===== config.mk =====
export PLATFORM = sky130hd
export DESIGN_NAME = tdc_timestamp_decoder
export DESIGN_NICKNAME = d
export VERILOG_FILES = /design/src/rtl/tdc_pkg.sv /design/src/rtl/tdc_thermo_encoder.sv /design/src/rtl/tdc_timestamp_decoder.sv
export SDC_FILE = /design/constraint.sdc
export NUM_CORES = 1
export LEC_CHECK = 0
export ABC_AREA = 1
export BUFFER_PORTS_ARGS = -buffer_cell sky130_fd_sc_hd__buf_2
export CORE_MARGIN = 2
export CORE_UTILIZATION = 48
export CTS_BUF_LIST = sky130_fd_sc_hd__clkbuf_16
export CTS_CLUSTER_SIZE = 10
export DETAILED_ROUTE_END_ITERATION = 7
export GPL_ROUTABILITY_DRIVEN = 0
export GPL_TIMING_DRIVEN = 0
export HOLD_SLACK_MARGIN = 0.03
export PLACE_DENSITY = 0.73
export REMOVE_ABC_BUFFERS = 1
export SLEW_MARGIN = 20
export SYNTH_ARGS = -nofsm -noshare
export SYNTH_HDL_FRONTEND = slang
export SYNTH_SLANG_ARGS = --single-unit

===== constraint.sdc =====
create_clock -name clk -period 2.25 [get_ports clk]
set_clock_uncertainty 0.2 [all_clocks]
set_input_delay 0.45 -clock clk [delete_from_list [all_inputs] [get_ports clk]]
set_output_delay 0.45 -clock clk [all_outputs]
set_load 0.03 [all_outputs]

===== src/rtl/tdc_pkg.sv =====
// -----------------------------------------------------------------------------
// tdc_pkg
// Shared definitions for the TDC timestamp decoder:
//   - default delay-line length (NCARRY4_DEFAULT) and coarse counter width
//   - FSM state encoding
//   - thermometer encoding helpers (population count, first-zero priority)
// The helpers work on a fixed TAPS_MAX-wide vector; callers zero-extend their
// tap vector, which conveniently makes "no zero found" return the real tap
// count for the priority encoder.
// -----------------------------------------------------------------------------
package tdc_pkg;

  localparam int NCARRY4_DEFAULT  = 2;
  localparam int COARSE_W_DEFAULT = 16;

  // Widest delay line the helper functions support (16 CARRY4 stages).
  localparam int TAPS_MAX = 64;
  localparam int CODE_W   = 7;  // enough to hold TAPS_MAX

  typedef enum logic [1:0] {
    IDLE    = 2'd0,
    ARMED   = 2'd1,
    PENDING = 2'd2,
    REARM   = 2'd3
  } tdc_state_e;

  // Number of ones in the tap vector; tolerant of bubbles in the code.
  function automatic logic [CODE_W-1:0] thermo_popcount(input logic [TAPS_MAX-1:0] t);
    logic [CODE_W-1:0] r;
    r = '0;
    for (int i = 0; i < TAPS_MAX; i++) begin
      r = r + CODE_W'(t[i]);
    end
    return r;
  endfunction

  // Index of the first 0 counting from bit 0.
  function automatic logic [CODE_W-1:0] thermo_first_zero(input logic [TAPS_MAX-1:0] t);
    logic [CODE_W-1:0] r;
    logic              found;
    r     = CODE_W'(TAPS_MAX);
    found = 1'b0;
    for (int i = 0; i < TAPS_MAX; i++) begin
      if (!found && !t[i]) begin
        r     = CODE_W'(i);
        found = 1'b1;
      end
    end
    return r;
  endfunction

endpackage


===== src/rtl/tdc_thermo_encoder.sv =====
// -----------------------------------------------------------------------------
// tdc_thermo_encoder
// Combinational fine-code encoder for the synchronised delay-line taps.
// Build option: define TDC_BUBBLE_FILTER_EN to count ones (bubble tolerant);
// otherwise the code is the position of the first 0 from bit 0 (NTAPS if the
// hit ran through every tap). Clean thermometer codes give the same result.
// Ports:
//   taps  in   NTAPS   synchronised tap vector
//   fine  out  FINE_W  number of taps the hit propagated through
//   ovf   out  1       hit propagated through all taps
// -----------------------------------------------------------------------------
module tdc_thermo_encoder
  import tdc_pkg::*;
#(
  parameter int NTAPS  = 8,
  parameter int FINE_W = $clog2(NTAPS + 1)
) (
  input  logic [NTAPS-1:0]  taps,
  output logic [FINE_W-1:0] fine,
  output logic              ovf
);

  logic [TAPS_MAX-1:0] taps_ext;

  assign taps_ext = TAPS_MAX'(taps);

`ifdef TDC_BUBBLE_FILTER_EN
  assign fine = FINE_W'(thermo_popcount(taps_ext));
`else
  assign fine = FINE_W'(thermo_first_zero(taps_ext));
`endif

  assign ovf = &taps;

endmodule


===== src/rtl/tdc_timestamp_decoder.sv =====
// -----------------------------------------------------------------------------
// tdc_timestamp_decoder
// Turns the raw CARRY4 thermometer of a tapped delay line into timestamps
// (coarse clk count + fine tap count) with a valid/ready handshake.
// Build option: TDC_BUBBLE_FILTER_EN selects the bubble-tolerant fine encoder.
// Ports:
//   clk        in   1         sampling clock
//   rst        in   1         asynchronous active-high reset
//   enable     in   1         arms the decoder
//   taps       in   NTAPS     raw delay-line taps (asynchronous to clk)
//   ts_ready   in   1         consumer accepts timestamp
//   ts_valid   out  1         timestamp available
//   ts_coarse  out  COARSE_W  coarse count of the cycle the edge was sampled
//   ts_fine    out  FINE_W    taps propagated at hit
//   ts_ovf     out  1         hit propagated through all taps
//   lost_hit   out  1         sticky: hit arrived while a timestamp pending
// -----------------------------------------------------------------------------
module tdc_timestamp_decoder
  import tdc_pkg::*;
#(
  parameter int NCARRY4  = NCARRY4_DEFAULT,
  parameter int COARSE_W = COARSE_W_DEFAULT,
  localparam int NTAPS   = 4 * NCARRY4,
  localparam int FINE_W  = $clog2(NTAPS + 1)
) (
  input  logic                clk,
  input  logic                rst,
  input  logic                enable,
  input  logic [NTAPS-1:0]    taps,
  input  logic                ts_ready,
  output logic                ts_valid,
  output logic [COARSE_W-1:0] ts_coarse,
  output logic [FINE_W-1:0]   ts_fine,
  output logic                ts_ovf,
  output logic                lost_hit
);

  logic [NTAPS-1:0]    s1_reg;
  logic [NTAPS-1:0]    s2_reg;
  logic                tap0_prev_reg;
  logic [COARSE_W-1:0] cnt_reg;
  tdc_state_e          state_reg, state_next;
  logic                capture;
  logic                hit;
  logic [COARSE_W-1:0] ts_coarse_reg;
  logic [FINE_W-1:0]   ts_fine_reg;
  logic                ts_ovf_reg;
  logic                lost_hit_reg;
  logic                enable_prev_reg;
  logic [FINE_W-1:0]   fine_code;
  logic                ovf_code;

  // Two-flop synchroniser; only S2 is ever decoded.
  always_ff @(posedge clk or posedge rst) begin
    if (rst) begin
      s1_reg        <= '0;
      s2_reg        <= '0;
      tap0_prev_reg <= 1'b0;
    end else begin
      s1_reg        <= taps;
      s2_reg        <= s1_reg;
      tap0_prev_reg <= s2_reg[0];
    end
  end

  // Free-running coarse counter, wraps naturally.
  always_ff @(posedge clk or posedge rst) begin
    if (rst) cnt_reg <= '0;
    else     cnt_reg <= cnt_reg + COARSE_W'(1);
  end

  assign hit = s2_reg[0] & ~tap0_prev_reg;

  tdc_thermo_encoder #(
    .NTAPS  (NTAPS),
    .FINE_W (FINE_W)
  ) u_encoder (
    .taps (s2_reg),
    .fine (fine_code),
    .ovf  (ovf_code)
  );

  always_ff @(posedge clk or posedge rst) begin
    if (rst) state_reg <= IDLE;
    else     state_reg <= state_next;
  end

  // A pending timestamp survives enable dropping; it leaves only on handshake.
  always_comb begin
    state_next = state_reg;
    capture    = 1'b0;
    case (state_reg)
      IDLE: begin
        if (enable) state_next = ARMED;
      end
      ARMED: begin
        if (!enable) begin
          state_next = IDLE;
        end else if (hit) begin
          state_next = PENDING;
          capture    = 1'b1;
        end
      end
      PENDING: begin
        if (ts_ready) state_next = enable ? REARM : IDLE;
      end
      REARM: begin
        // Wait for the trigger to fall so a held-high input cannot re-fire.
        if (!enable)         state_next = IDLE;
        else if (!s2_reg[0]) state_next = ARMED;
      end
      default: state_next = IDLE;
    endcase
  end

  // The hit is visible one cycle after S1 sampled it, so the counter is one
  // ahead of the sample cycle at capture time.
  always_ff @(posedge clk or posedge rst) begin
    if (rst) begin
      ts_coarse_reg <= '0;
      ts_fine_reg   <= '0;
      ts_ovf_reg    <= 1'b0;
    end else if (capture) begin
      ts_coarse_reg <= cnt_reg - COARSE_W'(1);
      ts_fine_reg   <= fine_code;
      ts_ovf_reg    <= ovf_code;
    end
  end

  always_ff @(posedge clk or posedge rst) begin
    if (rst) begin
      lost_hit_reg    <= 1'b0;
      enable_prev_reg <= 1'b0;
    end else begin
      enable_prev_reg <= enable;
      if (enable_prev_reg && !enable)
        lost_hit_reg <= 1'b0;
      else if (state_reg == PENDING && hit)
        lost_hit_reg <= 1'b1;
    end
  end

  assign ts_valid  = (state_reg == PENDING);
  assign ts_coarse = ts_coarse_reg;
  assign ts_fine   = ts_fine_reg;
  assign ts_ovf    = ts_ovf_reg;
  assign lost_hit  = lost_hit_reg;

endmodule


# == Word-level counts from Yosys, hierarchy flattened ==
# Cells that the tools add are included.
# op_classes
muxes,29
bitwise_logic,2
n_eq_ne,7
n_reduce_logical,27
addsub,2
# op_table
operator,count
4-bit two-way mux,8
"16-bit by 1-bit adder with 16-bit output, second input constant",1
"16-bit by 1-bit subtractor with 16-bit output, second input constant",1
1-bit zero test,14
2-bit two-way mux,7
1-bit two-way mux,13
1-bit logical AND,9
2-bit one-hot mux with 4 select lines,1
8-bit AND reduction,1
"3-bit inequality test, second input constant",2
"2-bit == test, second input constant",2
"2-bit inequality test, second input constant",2
4-bit AND reduction,1
"2-bit by 1-bit == test with 1-bit output, second input constant",1
2-bit zero test,1
2-bit nonzero test,1
1-bit AND,1
1-bit inverter,1
# totals
out_inout_bits,23
ff_bits,58
inputBits,12

# == Logic depth before layout (Yosys ltp) ==
# Gate-level depths: netlist (run 1).
# logic_depth
depth_word,22
ltp_mapped,9
ltp_nobuf,9

# == By module ==
# Synthesis (run 1) repeated with hierarchy kept, for this count alone.
# unflattened
cells_unflattened,308
hier_area_um2,2672.6
# by_module_without_submodules
mod,instances,cells_per_inst,area_each_um2
tdc_timestamp_decoder,1,284,2558.7
tdc_thermo_encoder,1,24,113.9

# == Worst setup path before layout (run 1) ==
# No wires, ideal clock.
# synth_timing
path_kind,reg-to-reg
startpoint,register state_reg[1]
endpoint,register state_reg[0]
path_stages_with_launch,7
path_buffers,0
required_time_ns,1.968
synth_period_minus_slack_ns,1.643
t_arrival_ns,1.361
path_slack_ns,0.607
cell_sequence,dfrtp_1 inv_1 nor2_1 nand2_1 nand2_1 nor2_1 a31oi_1
# synth_via
elab_chain_len,3
# synth_rtl
element,line,source
start: declaration,tdc_timestamp_decoder.sv:42,"tdc_state_e state_reg, state_next;"
start signal: assignment,tdc_timestamp_decoder.sv:85,else state_reg <= state_next;
2-bit == test *,--,
via ts_valid,tdc_timestamp_decoder.sv:31,"output logic ts_valid,"
2-bit inequality test (no source line),--,
4-bit AND reduction (no source line),--,
# The timed path passes the listed nets; every way through them passes the cells marked *.
# A chain may end at the register's enable or synchronous reset.

# == Worst setup path after layout (run 1) ==
# layout_timing
startpoint,register state_reg[1]
endpoint,output ts_valid
# layout_via
elab_chain_len,1
# layout_rtl
element,line,source
2-bit == test,tdc_timestamp_decoder.sv:143,assign ts_valid = (state_reg == PENDING);
end: declaration,tdc_timestamp_decoder.sv:31,
# No other way between the ends.

==> impl_summary.log, run 1 <==
INFO  metric rsz0062_at_grt = no
INFO  metric routed_wl = between 5 and 6 mm
INFO  metric register_area = 1451 um2
INFO  metric clk_root_buffer_cell = clkbuf_16
INFO  metric timing.critical_path.required = 1600 ps
INFO  metric cts.repair.resized = 0
INFO  metric worst_setup_path_start_kind = flip-flop
INFO  metric holdBufCountCts = 8
INFO  metric post-route-cell-area = 3289 um2
INFO  metric tritoncts.num_buffers = 9
INFO  metric antenna-diode-count = 0
INFO  metric timing.fmax = 0.5210 GHz
INFO  metric whs = 36.75 ps
INFO  metric io_buffer_count = 34
INFO  metric grt_max_degree = 59
INFO  metric die_area = between 6000 and 7000 um2
INFO  metric die_boundary_height = 78.22 um
INFO  metric peakVddDrop = between 0.6 and 0.7 mV
INFO  metric yosys_warnings = 0
INFO  metric crit_path_dat = 1270 ps
INFO  metric detail_route.first_pass.iterations = 4
INFO  metric period_needed = 1919 ps
INFO  metric hold_violations = 0
INFO  metric routed_via_density = roughly 5
INFO  metric grt_first_pass_wirelength = 9.032 mm
INFO  metric finalNetCount = 359
INFO  metric status = finished clean
INFO  metric worst_pin_slew = 690.5 ps
INFO  metric slew-limit-headroom = 53.96%
INFO  metric overflow = 0
INFO  metric core.rowCount = 27
INFO  metric ios = 35
INFO  metric post_drt_wl_per_cell = 12.43 um
INFO  metric design_power_total = between 3 and 4 mW
INFO  metric cts_num_sinks = 58
INFO  metric areaGrowthSynthToFinish = 24.42%
INFO  metric grtUsageTotal = about a fifth
INFO  metric cts_setup_buffers = 0
INFO  metric clk_latency = 330 ps
INFO  metric first_global_vias = roughly 2000
INFO  metric clock_tree.htree_level_count = 3
INFO  metric hold_path.class = input pin to async pin
INFO  metric seq_total_area_yosys = a little over half
INFO  metric ys_ff_latch = 58
INFO  metric clock_tree.buffer_depth = 2
INFO  metric timing.critical_path.fanout_max = 5
INFO  metric drt_iter0_markers = 175
INFO  metric power.density = 1048 nW/um2
INFO  metric clkTransAtPathRegs = 50 ps
INFO  metric initial_antenna_violation_count = 0
INFO  metric detailroute.via_count = 2074
INFO  metric drv.max_cap_violation_count = 0
INFO  metric cp-end-kind = output port
INFO  metric slew_limit_fails = 0
INFO  metric mappedNetlistArea = 2644 um2
INFO  metric cell_variety_after_synth = 28
INFO  metric post-route-period-util = a little under nine tenths
INFO  metric fp.coreArea = 5405 um2
INFO  metric post-dp-hpwl = 3.459 mm
INFO  metric total_negative_slack = 0 ps
INFO  metric fill_cells = 463
INFO  metric postPlaceCellArea = 2854 um2
INFO  metric chipWidth = 78.22 um
INFO  metric power.static_leakage = 1.692 nW
INFO  metric antenna_left = 0
INFO  metric layout_commonest_cell = nand2_1
INFO  metric mostFrequentLayoutCells = nand2_1 (88), dfrtp_1 (58), nor2_1 (37)
INFO  metric syn-instance-count = 299
INFO  metric postSynthAreaPerCell = 8.842 um2
INFO  metric critical_path_class = flip-flop to output port
INFO  metric finalSetupViolCount = 0
INFO  metric drt_drc_violations_left = 0
INFO  metric multi_input_comb_area = 1021 um2
INFO  metric proportion_of_layout_cells_with_a_drive_suffix_above_1 = 19.20%
INFO  metric floorplan.initialDensity = 48.91%
INFO  metric tritoncts_clock_tree = built
cell type report:
class,count,share of cell area (%)
Inverter,31,3.690
Multi-Input combinational cell,203,31.04
Sequential cell,58,44.12
Timing Repair Buffer,42,7.607
Clock buffer,9,6.847
Clock inverter,6,3.956
Tap cell,72,2.739
path summary, 6_finish.rpt:
path	from	slack, ps	end	cells past startpoint
min in group clk	enable	130	enable_prev_reg$_DFF_PP0_	1
max	state_reg[1]$_DFFE_PP0P_	330	ts_valid	3
min reg2reg	s1_reg[2]$_DFF_PP0_	140	s2_reg[2]$_DFF_PP0_	0
max reg2reg	cnt_reg[0]$_DFF_PP0_	440	ts_coarse[14]$_DFFE_PP0P_	9
min	rst	40	s1_reg[7]$_DFF_PP0_	2
max in group asynchronous	rst	1350	ts_coarse[10]$_DFFE_PP0P_	2
kinds of logic (layout without fill, tap and decap cells):
logic type,Yosys count,count (layout),share of synthesized area (%)
simple gates,165,165,27.45
flops,58,58,54.90
compound gates,21,21,5.253
buf+inv,38,88,6.483
fa+ha+maj,2,2,0.9464
xor+xnor,15,15,4.969
per-stage QoR:
step                util (%)  setup WS, ps  cells
global placement       52.75        -528.6    398
detailed placement     52.80         464.3    398
finish                 60.86         330.6    421
floorplan                  -         172.0    292
global route           60.86         225.2    421
CTS                    60.86         329.7    421
worst max-delay path: stages, from the launching register on:
cell and delay, ps:
dfrtp_1 400, inv_1 100, nor2_1 200, buf_2 240
Yosys cell counts:
| cell type | number | area, um2 |
|---|---|---|
| a21boi_0 | 1 | 7.510 |
| a21oi_1 | 7 | 35.03 |
| a31o_2 | 1 | 8.760 |
| a31oi_1 | 4 | 25.02 |
| buf_6 | 3 | 33.78 |
| clkbuf_1 | 1 | 3.750 |
| clkbuf_2 | 3 | 15.01 |
| dfrtp_1 | 58 | 1451 |
| ha_1 | 2 | 25.02 |
| inv_1 | 29 | 108.9 |
| inv_2 | 1 | 3.750 |
| inv_4 | 1 | 6.260 |
| nand2_1 | 88 | 330.3 |
| nand3_1 | 20 | 100.1 |
| nand3_4 | 1 | 17.52 |
| nand3b_1 | 1 | 7.510 |
| nand4_1 | 5 | 31.28 |
| nor2_1 | 37 | 138.9 |
| nor2_2 | 2 | 12.51 |
| nor2_8 | 1 | 20.02 |
| nor3_1 | 5 | 25.02 |
| nor3_2 | 3 | 30.03 |
| o21ai_0 | 3 | 15.01 |
| o21ai_2 | 4 | 35.03 |
| o31ai_2 | 1 | 12.51 |
| or2_2 | 2 | 12.51 |
| xnor2_1 | 1 | 8.760 |
| xor2_1 | 14 | 122.6 |
per-layer routing:
metal	vias to the layer above	share of wire, %	wire [um]	global-route usage (%)
li1	1038	-	-	-
met1	964	44	2302	23.48
met2	53	47	2486	29.91
met3	19	4.9	256	5.517
met4	0	3.6	189	13.16
met5	-	0	0	0
power by group:
part	total, mW	leakage (nW)	internal [mW]	switching [mW]
clock network	1.63	0.175	1.18	0.452
logic	0.573	0.786	0.181	0.391
registers	1.24	0.730	1.17	0.0746
(Power assumes the default switching activity.)
==> run 2, diff against run 1 <==
Settings changed: CORE_MARGIN 2 to 4.
==> run 2 against run 1 <==
  * Power is 12% lower
  * Fmax decreased by 3.6%
  * Final cell count fell by 0.48%
  * Largest cell class unchanged
==> impl_summary.log, run 2 (same netlist as run 1, synthesis figures left out) <==
INFO  metric peakVddDrop = 0.6731 mV
INFO  metric tritoncts_clock_tree = built
INFO  metric finalNetCount = 358
INFO  metric core.rowCount = 26
INFO  metric first_global_vias = a little under 2000
INFO  metric die_area = around 6800 um2
INFO  metric detail_route.first_pass.iterations = 4
INFO  metric post-route-period-util = 88.52%
INFO  metric timing.critical_path.required = about 1600 ps
INFO  metric final_core_utilization = ~61%
INFO  metric die_boundary_height = 82.22 um
INFO  metric grt_max_degree = 59
INFO  metric clkTransAtPathRegs = 50 ps
INFO  metric post-dp-hpwl = around 3.6 mm
INFO  metric power.density = 945.9 nW/um2
INFO  metric power.static_leakage = 1.638 nW
INFO  metric clk_latency = 320 ps
INFO  metric critical_path_class = flip-flop to output port
INFO  metric layout_commonest_cell = nand2_1
INFO  metric power.share.sequential = around two fifths
INFO  metric areaGrowthSynthToFinish = 20.73%
INFO  metric period_needed = 1992 ps
INFO  metric timing.fmax = around 0.5 GHz
INFO  metric worst_pin_slew = 698.5 ps
INFO  metric power_switching = slightly above 900 uW
INFO  metric rsz0062_at_grt = no
INFO  metric antenna_left = 0
INFO  metric proportion_of_layout_cells_with_a_drive_suffix_above_1 = 19.20%
INFO  metric clock_tree.htree_level_count = 3
INFO  metric clk_root_buffer_cell = clkbuf_16
INFO  metric cts_num_sinks = 58
INFO  metric chipWidth = 82.22 um
INFO  metric floorplan.initialDensity = about 50%
INFO  metric share_comb_of_total_power = about a fifth
INFO  metric ios = 35
INFO  metric routed_via_density = 4.952
INFO  metric design_power_total = 3.019 mW
INFO  metric tritoncts.num_buffers = 9
INFO  metric hold_violations = 0
INFO  metric io_buffer_count = 34
INFO  metric timing.critical_path.fanout_max = 5
INFO  metric antenna-diode-count = 0
INFO  metric mostFrequentLayoutCells = nand2_1 (88), dfrtp_1 (58), nor2_1 (37)
INFO  metric slew_limit_fails = 0
INFO  metric post_drt_wl_per_cell = 12.30 um
INFO  metric clock_tree.buffer_depth = 2
INFO  metric grtUsageTotal = 17.99%
INFO  metric overflow = 0
INFO  metric drt_iter0_markers = 207
INFO  metric initial_antenna_violation_count = 0
INFO  metric power.share.clock = 40.0%
INFO  metric finalSetupViolCount = 0
INFO  metric crit_path_dat = 1340 ps
INFO  metric detailroute.via_count = a little over 2000
INFO  metric drt_drc_violations_left = 0
INFO  metric drv.max_cap_violation_count = 0
INFO  metric p_sw_share = 30.99%
INFO  metric routed_wl = roughly 5 mm
INFO  metric hold_path.class = input pin to async pin
INFO  metric cp-end-kind = output port
INFO  metric fp.coreArea = 5238 um2
INFO  metric slew-limit-headroom = between 50% and 60%
INFO  metric worst_setup_path_start_kind = flip-flop
INFO  metric status = finished clean
INFO  metric grt_first_pass_wirelength = 9.101 mm
INFO  metric internal_power = around 2.1 mW
[run 2: routing by layer]
layer,global-route usage (%),wire length [um]
met1,23.46,2437
met2,27.40,2350
met5,0,0
met4,7.807,109
met3,5.748,254
[run 2: what timing repair did]
action / 4_1_cts / 5_1_grt
setup buffers: 0 / 0
hold endpoints to repair: 6 / 1
resized for setup: 0 / 0
hold buffers: 6 / 1
[run 2: worst paths after layout]
kind / from / end / slack, ps / cells after the start
worst max-delay path: state_reg[1]$_DFFE_PP0P_ / ts_valid / 260 / 3
worst min-delay path: rst / s1_reg[6]$_DFF_PP0_ / 50 / 2
worst max register to register: cnt_reg[0]$_DFF_PP0_ / ts_coarse[10]$_DFFE_PP0P_ / 460 / 9
worst min register to register: s1_reg[7]$_DFF_PP0_ / s2_reg[7]$_DFF_PP0_ / 150 / 0
max in group asynchronous: rst / ts_coarse[14]$_DFFE_PP0P_ / 1340 / 2
min in group clk: taps[0] / s1_reg[0]$_DFF_PP0_ / 50 / 1
[run 2: worst max-delay path: stages (launching register included)]
cell	delay, ps
dfrtp_1	400
inv_1	100
nor2_1	260
buf_2	260
[run 2: layout make-up]
type	count	area, um2
Tap cell	70	87.58
Timing Repair Buffer	41	240.2
Clock buffer	9	225.2
Fill cell	443	2046
Multi-Input combinational cell	203	1021
Clock inverter	7	45.04
Sequential cell	58	1451
Inverter	31	121.4
[run 2: through the flow]
stage	setup TNS [ps]	setup slack (ps)	area [um2]	cells	hold slack (ps)
after floorplan	0	172.0	2591	292	131.2
after global placement	-30230	-523.9	2849	396	133.2
after detailed placement	0	465.5	2851	396	134.7
after CTS	0	257.0	3182	418	35.76
after global routing	0	191.4	3192	419	33.81
final	0	258.4	3192	419	49.61
[run 2: power by group through the flow]
| stage | combinational, mW | clock, mW | sequential [mW] |
|---|---|---|---|
| floorplan | 0.228 | 0 | 1.43 |
| global placement | 0.546 | 0 | 1.26 |
| detailed placement | 0.559 | 0 | 1.27 |
| CTS | 0.569 | 1.24 | 1.25 |
| global route | 0.615 | 1.28 | 1.26 |
| finish | 0.564 | 1.21 | 1.25 |
